===== src/rtl/lcd_text_feeder_pkg.sv =====
// ---------------------------------------------------------------------------
// lcd_text_feeder_pkg : shared command, character-code and FSM definitions
// Rev 1.0
// ---------------------------------------------------------------------------
`default_nettype none

package lcd_text_feeder_pkg;

  localparam logic [2:0] OP_INIT  = 3'b001;
  localparam logic [2:0] OP_WRITE = 3'b010;
  localparam logic [2:0] OP_CLEAR = 3'b100;

  localparam logic [7:0] c_CH_LF       = 8'h0A;
  localparam logic [7:0] c_CH_FF       = 8'h0C;
  localparam logic [7:0] c_CH_SPACE    = 8'h20;
  localparam logic [7:0] c_CH_PRINT_LO = 8'h20;
  localparam logic [7:0] c_CH_PRINT_HI = 8'h7E;

  typedef enum logic [2:0] {
    ST_WAIT_RDY0 = 3'd0,
    ST_ISSUE     = 3'd1,
    ST_HOLD      = 3'd2,
    ST_WAIT_DONE = 3'd3,
    ST_IDLE      = 3'd4,
    ST_POP       = 3'd5,
    ST_DECODE    = 3'd6,
    ST_PAD       = 3'd7
  } state_t;

  function automatic logic is_printable(input logic [7:0] b);
    return (b >= c_CH_PRINT_LO) && (b <= c_CH_PRINT_HI);
  endfunction

endpackage

`default_nettype wire


===== src/rtl/lcd_char_fifo.sv =====
// ---------------------------------------------------------------------------
// lcd_char_fifo : power-of-two synchronous FIFO with occupancy count
// Rev 1.0
// ---------------------------------------------------------------------------
`default_nettype none

module lcd_char_fifo #(
  parameter int DEPTH = 16,
  parameter int WIDTH = 8
) (
  input  logic                     clk,
  input  logic                     rst,
  input  logic                     i_push,
  input  logic [WIDTH-1:0]         i_din,
  input  logic                     i_pop,
  output logic [WIDTH-1:0]         o_dout,
  output logic                     o_full,
  output logic                     o_empty,
  output logic [$clog2(DEPTH):0]   o_level
);

  localparam int             c_AW   = $clog2(DEPTH);
  localparam logic [c_AW:0]  c_FULL = (c_AW+1)'(DEPTH);

  logic [WIDTH-1:0] r_mem [DEPTH];
  logic [c_AW-1:0]  r_wr_ptr;
  logic [c_AW-1:0]  r_rd_ptr;
  logic [c_AW:0]    r_level;
  logic             w_do_push;
  logic             w_do_pop;

  assign o_full    = (r_level == c_FULL);
  assign o_empty   = (r_level == '0);
  assign o_level   = r_level;
  assign o_dout    = r_mem[r_rd_ptr];
  assign w_do_push = i_push & ~o_full;
  assign w_do_pop  = i_pop & ~o_empty;

  always_ff @(posedge clk) begin
    if (w_do_push) r_mem[r_wr_ptr] <= i_din;
  end

  always_ff @(posedge clk or negedge rst) begin
    if (!rst) begin
      r_wr_ptr <= '0;
      r_rd_ptr <= '0;
      r_level  <= '0;
    end else begin
      if (w_do_push) r_wr_ptr <= r_wr_ptr + 1'b1;
      if (w_do_pop)  r_rd_ptr <= r_rd_ptr + 1'b1;
      case ({w_do_push, w_do_pop})
        2'b10:   r_level <= r_level + 1'b1;
        2'b01:   r_level <= r_level - 1'b1;
        default: r_level <= r_level;
      endcase
    end
  end

endmodule

`default_nettype wire


===== src/rtl/lcd_text_feeder.sv =====
// ---------------------------------------------------------------------------
// lcd_text_feeder : buffers text bytes and turns them into one-hot LCD commands
// Rev 1.0
// ---------------------------------------------------------------------------
`default_nettype none

module lcd_text_feeder
  import lcd_text_feeder_pkg::*;
#(
  parameter int DEPTH     = 16,
  parameter int COLS      = 16,
  parameter int NCOMMANDS = 5,
  parameter int HOLDOFF   = 4
) (
  input  logic                   clk,
  input  logic                   rst,
  input  logic [7:0]             char_in,
  input  logic                   char_valid,
  output logic                   char_ready,
  input  logic                   lcd_rdy,
  output logic [NCOMMANDS:0]     op_out,
  output logic [7:0]             data_out,
  output logic                   enable,
  output logic                   init_done,
  output logic [$clog2(DEPTH):0] level
);

  localparam int                 c_COL_W     = (COLS > 1) ? $clog2(COLS) : 1;
  localparam int                 c_HLD_W     = $clog2(HOLDOFF + 1);
  localparam logic [c_COL_W-1:0] c_COL_LAST  = c_COL_W'(COLS - 1);
  localparam logic [c_HLD_W-1:0] c_HOLD_LAST = c_HLD_W'(HOLDOFF - 1);

  state_t               r_state;
  logic [2:0]           r_op;
  logic [7:0]           r_data;
  logic                 r_enable;
  logic                 r_init_done;
  logic [c_COL_W-1:0]   r_col;
  logic [c_HLD_W-1:0]   r_hold_cnt;
  logic [7:0]           r_char;
  logic                 r_pad;

  logic                 w_fifo_push;
  logic                 w_fifo_pop;
  logic [7:0]           w_fifo_dout;
  logic                 w_full;
  logic                 w_empty;
  logic [c_COL_W-1:0]   w_col_next;

  assign char_ready  = ~w_full & r_init_done;
  assign w_fifo_push = char_valid & char_ready;
  assign w_fifo_pop  = (r_state == ST_POP);
  assign w_col_next  = (r_col == c_COL_LAST) ? '0 : r_col + 1'b1;

  assign op_out    = {{(NCOMMANDS-2){1'b0}}, r_op};
  assign data_out  = r_data;
  assign enable    = r_enable;
  assign init_done = r_init_done;

  lcd_char_fifo #(
    .DEPTH (DEPTH),
    .WIDTH (8)
  ) u_fifo (
    .clk     (clk),
    .rst     (rst),
    .i_push  (w_fifo_push),
    .i_din   (char_in),
    .i_pop   (w_fifo_pop),
    .o_dout  (w_fifo_dout),
    .o_full  (w_full),
    .o_empty (w_empty),
    .o_level (level)
  );

  // enable is raised on the transition into ISSUE so it is high exactly while ISSUE is current
  always_ff @(posedge clk or negedge rst) begin
    if (!rst) begin
      r_state     <= ST_WAIT_RDY0;
      r_op        <= '0;
      r_data      <= '0;
      r_enable    <= 1'b0;
      r_init_done <= 1'b0;
      r_col       <= '0;
      r_hold_cnt  <= '0;
      r_char      <= '0;
      r_pad       <= 1'b0;
    end else begin
      r_enable <= 1'b0;
      case (r_state)
        ST_WAIT_RDY0: begin
          if (lcd_rdy) begin
            r_op     <= OP_INIT;
            r_data   <= '0;
            r_enable <= 1'b1;
            r_state  <= ST_ISSUE;
          end
        end
        ST_ISSUE: begin
          r_hold_cnt <= '0;
          r_state    <= ST_HOLD;
        end
        ST_HOLD: begin
          if (r_hold_cnt == c_HOLD_LAST) r_state <= ST_WAIT_DONE;
          else                           r_hold_cnt <= r_hold_cnt + 1'b1;
        end
        ST_WAIT_DONE: begin
          if (lcd_rdy) begin
            r_init_done <= 1'b1;
            if (r_pad && (r_col != '0)) begin
              r_state <= ST_PAD;
            end else begin
              r_pad   <= 1'b0;
              r_state <= ST_IDLE;
            end
          end
        end
        ST_IDLE: begin
          if (!w_empty) r_state <= ST_POP;
        end
        ST_POP: begin
          r_char  <= w_fifo_dout;
          r_state <= ST_DECODE;
        end
        ST_DECODE: begin
          if (is_printable(r_char)) begin
            r_op     <= OP_WRITE;
            r_data   <= r_char;
            r_col    <= w_col_next;
            r_enable <= 1'b1;
            r_state  <= ST_ISSUE;
          end else if (r_char == c_CH_FF) begin
            r_op     <= OP_CLEAR;
            r_data   <= '0;
            r_col    <= '0;
            r_enable <= 1'b1;
            r_state  <= ST_ISSUE;
          end else if ((r_char == c_CH_LF) && (r_col != '0)) begin
            r_pad   <= 1'b1;
            r_state <= ST_PAD;
          end else begin
            r_state <= ST_IDLE;
          end
        end
        ST_PAD: begin
          r_op     <= OP_WRITE;
          r_data   <= c_CH_SPACE;
          r_col    <= w_col_next;
          r_enable <= 1'b1;
          r_state  <= ST_ISSUE;
        end
        default: r_state <= ST_WAIT_RDY0;
      endcase
    end
  end

endmodule

`default_nettype wire


===== config.mk =====
export PLATFORM = sky130hd
export DESIGN_NAME = lcd_text_feeder
export DESIGN_NICKNAME = d
export VERILOG_FILES = /design/src/rtl/lcd_text_feeder_pkg.sv /design/src/rtl/lcd_char_fifo.sv /design/src/rtl/lcd_text_feeder.sv
export SDC_FILE = /design/constraint.sdc
export NUM_CORES = 1
export LEC_CHECK = 0
export ABC_AREA = 1
export CORE_ASPECT_RATIO = 1.75
export CORE_UTILIZATION = 30
export DETAILED_ROUTE_END_ITERATION = 12
export DONT_BUFFER_PORTS = 1
export PLACE_DENSITY = 0.46
export SYNTH_ARGS = -nofsm -noshare
export SYNTH_HDL_FRONTEND = slang
export SYNTH_SLANG_ARGS = --single-unit
export TNS_END_PERCENT = 100

===== constraint.sdc =====
create_clock -name clk -period 3.8 [get_ports clk]
set_input_delay 0.57 -clock clk [delete_from_list [all_inputs] [get_ports clk]]
set_output_delay 0.57 -clock clk [all_outputs]
set_load 0.05 [all_outputs]

==> Flow_metrics.wiki <==
{| class="wikitable"
! Metric !! Value
|-
| DR DRC count || 0
|-
| Deepest clock path buffer count || 2
|-
| Cell count of the worst hold path || 0
|-
| Post-synthesis cell area || 7610 um^2
|-
| TritonCTS clock tree || built
|-
| Final number of hold-violating endpoints || 0
|-
| Final clock skew || 0.007920 ns
|-
| Total negative slack || 0 ns
|-
| Number of instances in the synthesized netlist || 760
|-
| Cell total after placement || about 1100
|-
| Pins Over Slew Limit || 0
|-
| Vias || 4994
|-
| Setup fix buffers added after clock tree synthesis || 0
|-
| Via count of the first global-routing pass || 5180
|-
| F_max || 367.2 MHz
|-
| Clock slew at reported path FFs || 0.07 ns
|-
| Post-detailed-routing wire length || 18.41 mm
|-
| Post-Synthesis Mean Instance Area || 10.01 um^2
|-
| Sequential-to-total area share from yosys stat || 65.31%
|-
| Register area || 4971 um^2
|-
| Num rows || 76
|-
| Depth of the worst register-to-register path || 8
|-
| CP arrival || roughly 2.8 ns
|-
| Total of endpoints with negative setup slack in the final report || 0
|-
| DR vias/cell || 4.586
|-
| Crit path capture type || flip-flop
|-
| Maximum number of pins on one net before global-route repair || 67
|-
| Floorplan die area || 26030 um^2
|-
| Sum of internal, switching and leakage power || around 6.8 mW
|-
| I/O pin cnt || 34
|-
| Worst supply voltage drop on vdd || 0.0003889 V
|-
| Clock tree sinks || 173
|-
| Worst setup path category || flip-flop to flip-flop
|-
| Number of synthesized register bits || ~170
|-
| Top library cells by usage in the layout, fill and taps aside || sky130_fd_sc_hd__nand2_1 (292), sky130_fd_sc_hd__edfxtp_1 (128), sky130_fd_sc_hd__nand3_1 (118), sky130_fd_sc_hd__dfrtp_1 (44), sky130_fd_sc_hd__nor2_1 (41)
|-
| Number of antenna repair diodes || 0
|-
| Slew @ Worst Pin || 0.7770 ns
|-
| Placed wire-length estimate || 12.70 mm
|-
| Initial core utilization || between 30 and 40%
|-
| Final standard cell count with taps included and fillers excluded || 1089
|-
| Worst skew pair latency || ~0.44 ns
|-
| Worst Path Max Fanout || 8
|-
| Worst rel slew slack || 48.01%
|-
| Initial antenna violation count || 0
|-
| Number of buffers created by CTS || 17
|-
| Setup repair after global routing missed its margin || no
|-
| Power Density || 791.9 nW/um^2
|-
| Final period util || 71.67%
|-
| Number of nets in the layout || 789
|-
| Synth warnings || 0
|-
| Routed wire length per instance || between 15 and 20 um
|-
| Class of the tightest hold or removal check || primary input to flip-flop
|-
| Leakage component of the power || 3.523 nW
|-
| H-tree depth reported by CTS || 4
|-
| Wire length of the first global-routing pass || 28.82 mm
|-
| Multi-input gate area || approximately 2300 um^2
|-
| Die outline height || 212.7 um
|-
| Routability cong. || 0.7816
|-
| Core box area || 24720 um^2
|-
| Iteration-0 DRC count of the detailed router || 241
|-
| Post-synthesis to final-layout area growth || 13.14%
|-
| Post-synthesis cell type count || 30
|-
| Total overflow reported by the global router || 0
|-
| Startpoint Class || flip-flop
|-
| Horizontal die dimension || 122.4 um
|-
| Fill cell total of the finished layout || 2555
|-
| Number of routed nets with antenna violations || 0
|-
| Number of optimization iterations in the first detailed-route pass || 4
|-
| Post-cts hold buffer count || 2
|-
| I/O Buffers || 0
|-
| Gates resized, CTS repair || 0
|-
| Root buffer cell || sky130_fd_sc_hd__clkbuf_16
|-
| Critical path required time || a little under 4 ns
|-
| Most common library cell in the layout ignoring fill and taps || sky130_fd_sc_hd__nand2_1
|-
| Fraction of layout instances using a drive strength above 1 || ~6.7%
|-
| Result of the run || finished, final reports clean
|-
| Final Critical Period || 2.723 ns
|-
| Total global-route track usage || 15.39%
|-
| Max-capacitance violation count || 0
|}
==> metal layers <==
metal | vias up | global-route usage, % | wire length (um)
met5 | - | 0 | 0
met3 | 14 | 3.259 | 434
li1 | 2529 | - | -
met1 | 2400 | 15.68 | 7072
met2 | 51 | 29.64 | 10590
met4 | 0 | 6.056 | 311
==> power breakdown <==
group / switching [mW] / internal, mW
Combinational: 1.52 / 0.640
Sequential: 0.417 / 2.36
Clock: 0.723 / 1.16
==> state kept, by name, summed over array words and instances (netlist names), 4 cells and up <==
signal,count
r_char,8
r_col,4
u_fifo.r_mem,128
u_fifo.o_level,5
u_fifo.r_wr_ptr,4
u_fifo.r_rd_ptr,4
data_out,8
==> Yosys cell counts, drive strengths merged <==
cell type / number / share of area, %
edfxtp: 128 / 51
inv: 44 / 2.2
nor2: 43 / 2.3
a21o: 1 / 0.099
o21ai: 16 / 1.1
xor2: 8 / 0.92
nand3b: 2 / 0.20
nand4: 3 / 0.25
xnor2: 2 / 0.23
ha: 12 / 2.0
clkinv: 2 / 0.099
a21oi: 3 / 0.20
dfrtp: 45 / 15
nand2: 293 / 14
nor3: 4 / 0.39
o22ai: 1 / 0.082
o31ai: 1 / 0.099
conb: 1 / 0.049
clkbuf: 6 / 0.30
a21boi: 1 / 0.099
nand3: 120 / 8.0
buf: 24 / 1.7
==> logic make-up after synthesis <==
kind of cell	after synthesis	synth area share (%)
adder cells (fa/ha/maj)	12	1.973
AND/OR/NAND/NOR	465	25.60
XOR/XNOR	10	1.151
other	1	0.04928
flip-flops	173	65.31
buffers and inverters	76	4.291
AO/OA/AOI/OAI	23	1.628
==> layout make-up <==
| cell class | instances | share of cell area, % |
|---|---|---|
| clock buffers | 19 | 5.028 |
| clock inverters | 12 | 2.253 |
| inverters | 46 | 2.006 |
| multi-input cells | 513 | 26.96 |
| flip-flops and latches | 173 | 57.74 |
| well taps | 312 | 4.534 |
| repair buffers | 14 | 1.482 |
==> critical path, cell delays in order (launching register included) <==
cell	delay (ns)
sky130_fd_sc_hd__dfrtp_1	0.71
sky130_fd_sc_hd__nor2_1	0.16
sky130_fd_sc_hd__nand3_1	0.12
sky130_fd_sc_hd__nand2_1	0.06
sky130_fd_sc_hd__inv_1	0.10
sky130_fd_sc_hd__nand2_1	0.21
sky130_fd_sc_hd__inv_1	0.19
sky130_fd_sc_hd__nand2_1	0.16
sky130_fd_sc_hd__nor2_1	0.63
==> final timing paths <==
| kind | from | end | slack [ns] |
|---|---|---|---|
| worst max-delay path | u_fifo.o_level[1] | u_fifo.r_mem[10][4] | 1.08 |
| max in group asynchronous | rst | u_fifo.r_rd_ptr[0] | 2.92 |
| worst max register to register | u_fifo.o_level[1] | u_fifo.r_mem[10][4] | 1.08 |
| min in group asynchronous | rst | r_col[2] | 0.64 |
| worst min-delay path | char_in[5] | u_fifo.r_mem[3][5] | 0.22 |
| worst min register to register | r_hold_cnt[0] | r_hold_cnt[0] | 0.50 |
==> stage by stage <==
| stage | worst slack, ns | utilization [%] | instance area (um^2) | hold WS, ns |
|---|---|---|---|---|
| after global placement | 1.114 | 32.14 | 7945 | 0.2753 |
| after floorplan | 1.101 | - | 7617 | 0.2744 |
| after detailed placement | 1.040 | 32.14 | 7945 | 0.2754 |
| after global routing | 0.8507 | 34.82 | 8610 | 0.1970 |
| after CTS | 1.024 | 34.82 | 8610 | 0.2016 |
| final | 1.077 | 34.82 | 8610 | 0.2238 |
(Power assumes the default switching activity.)
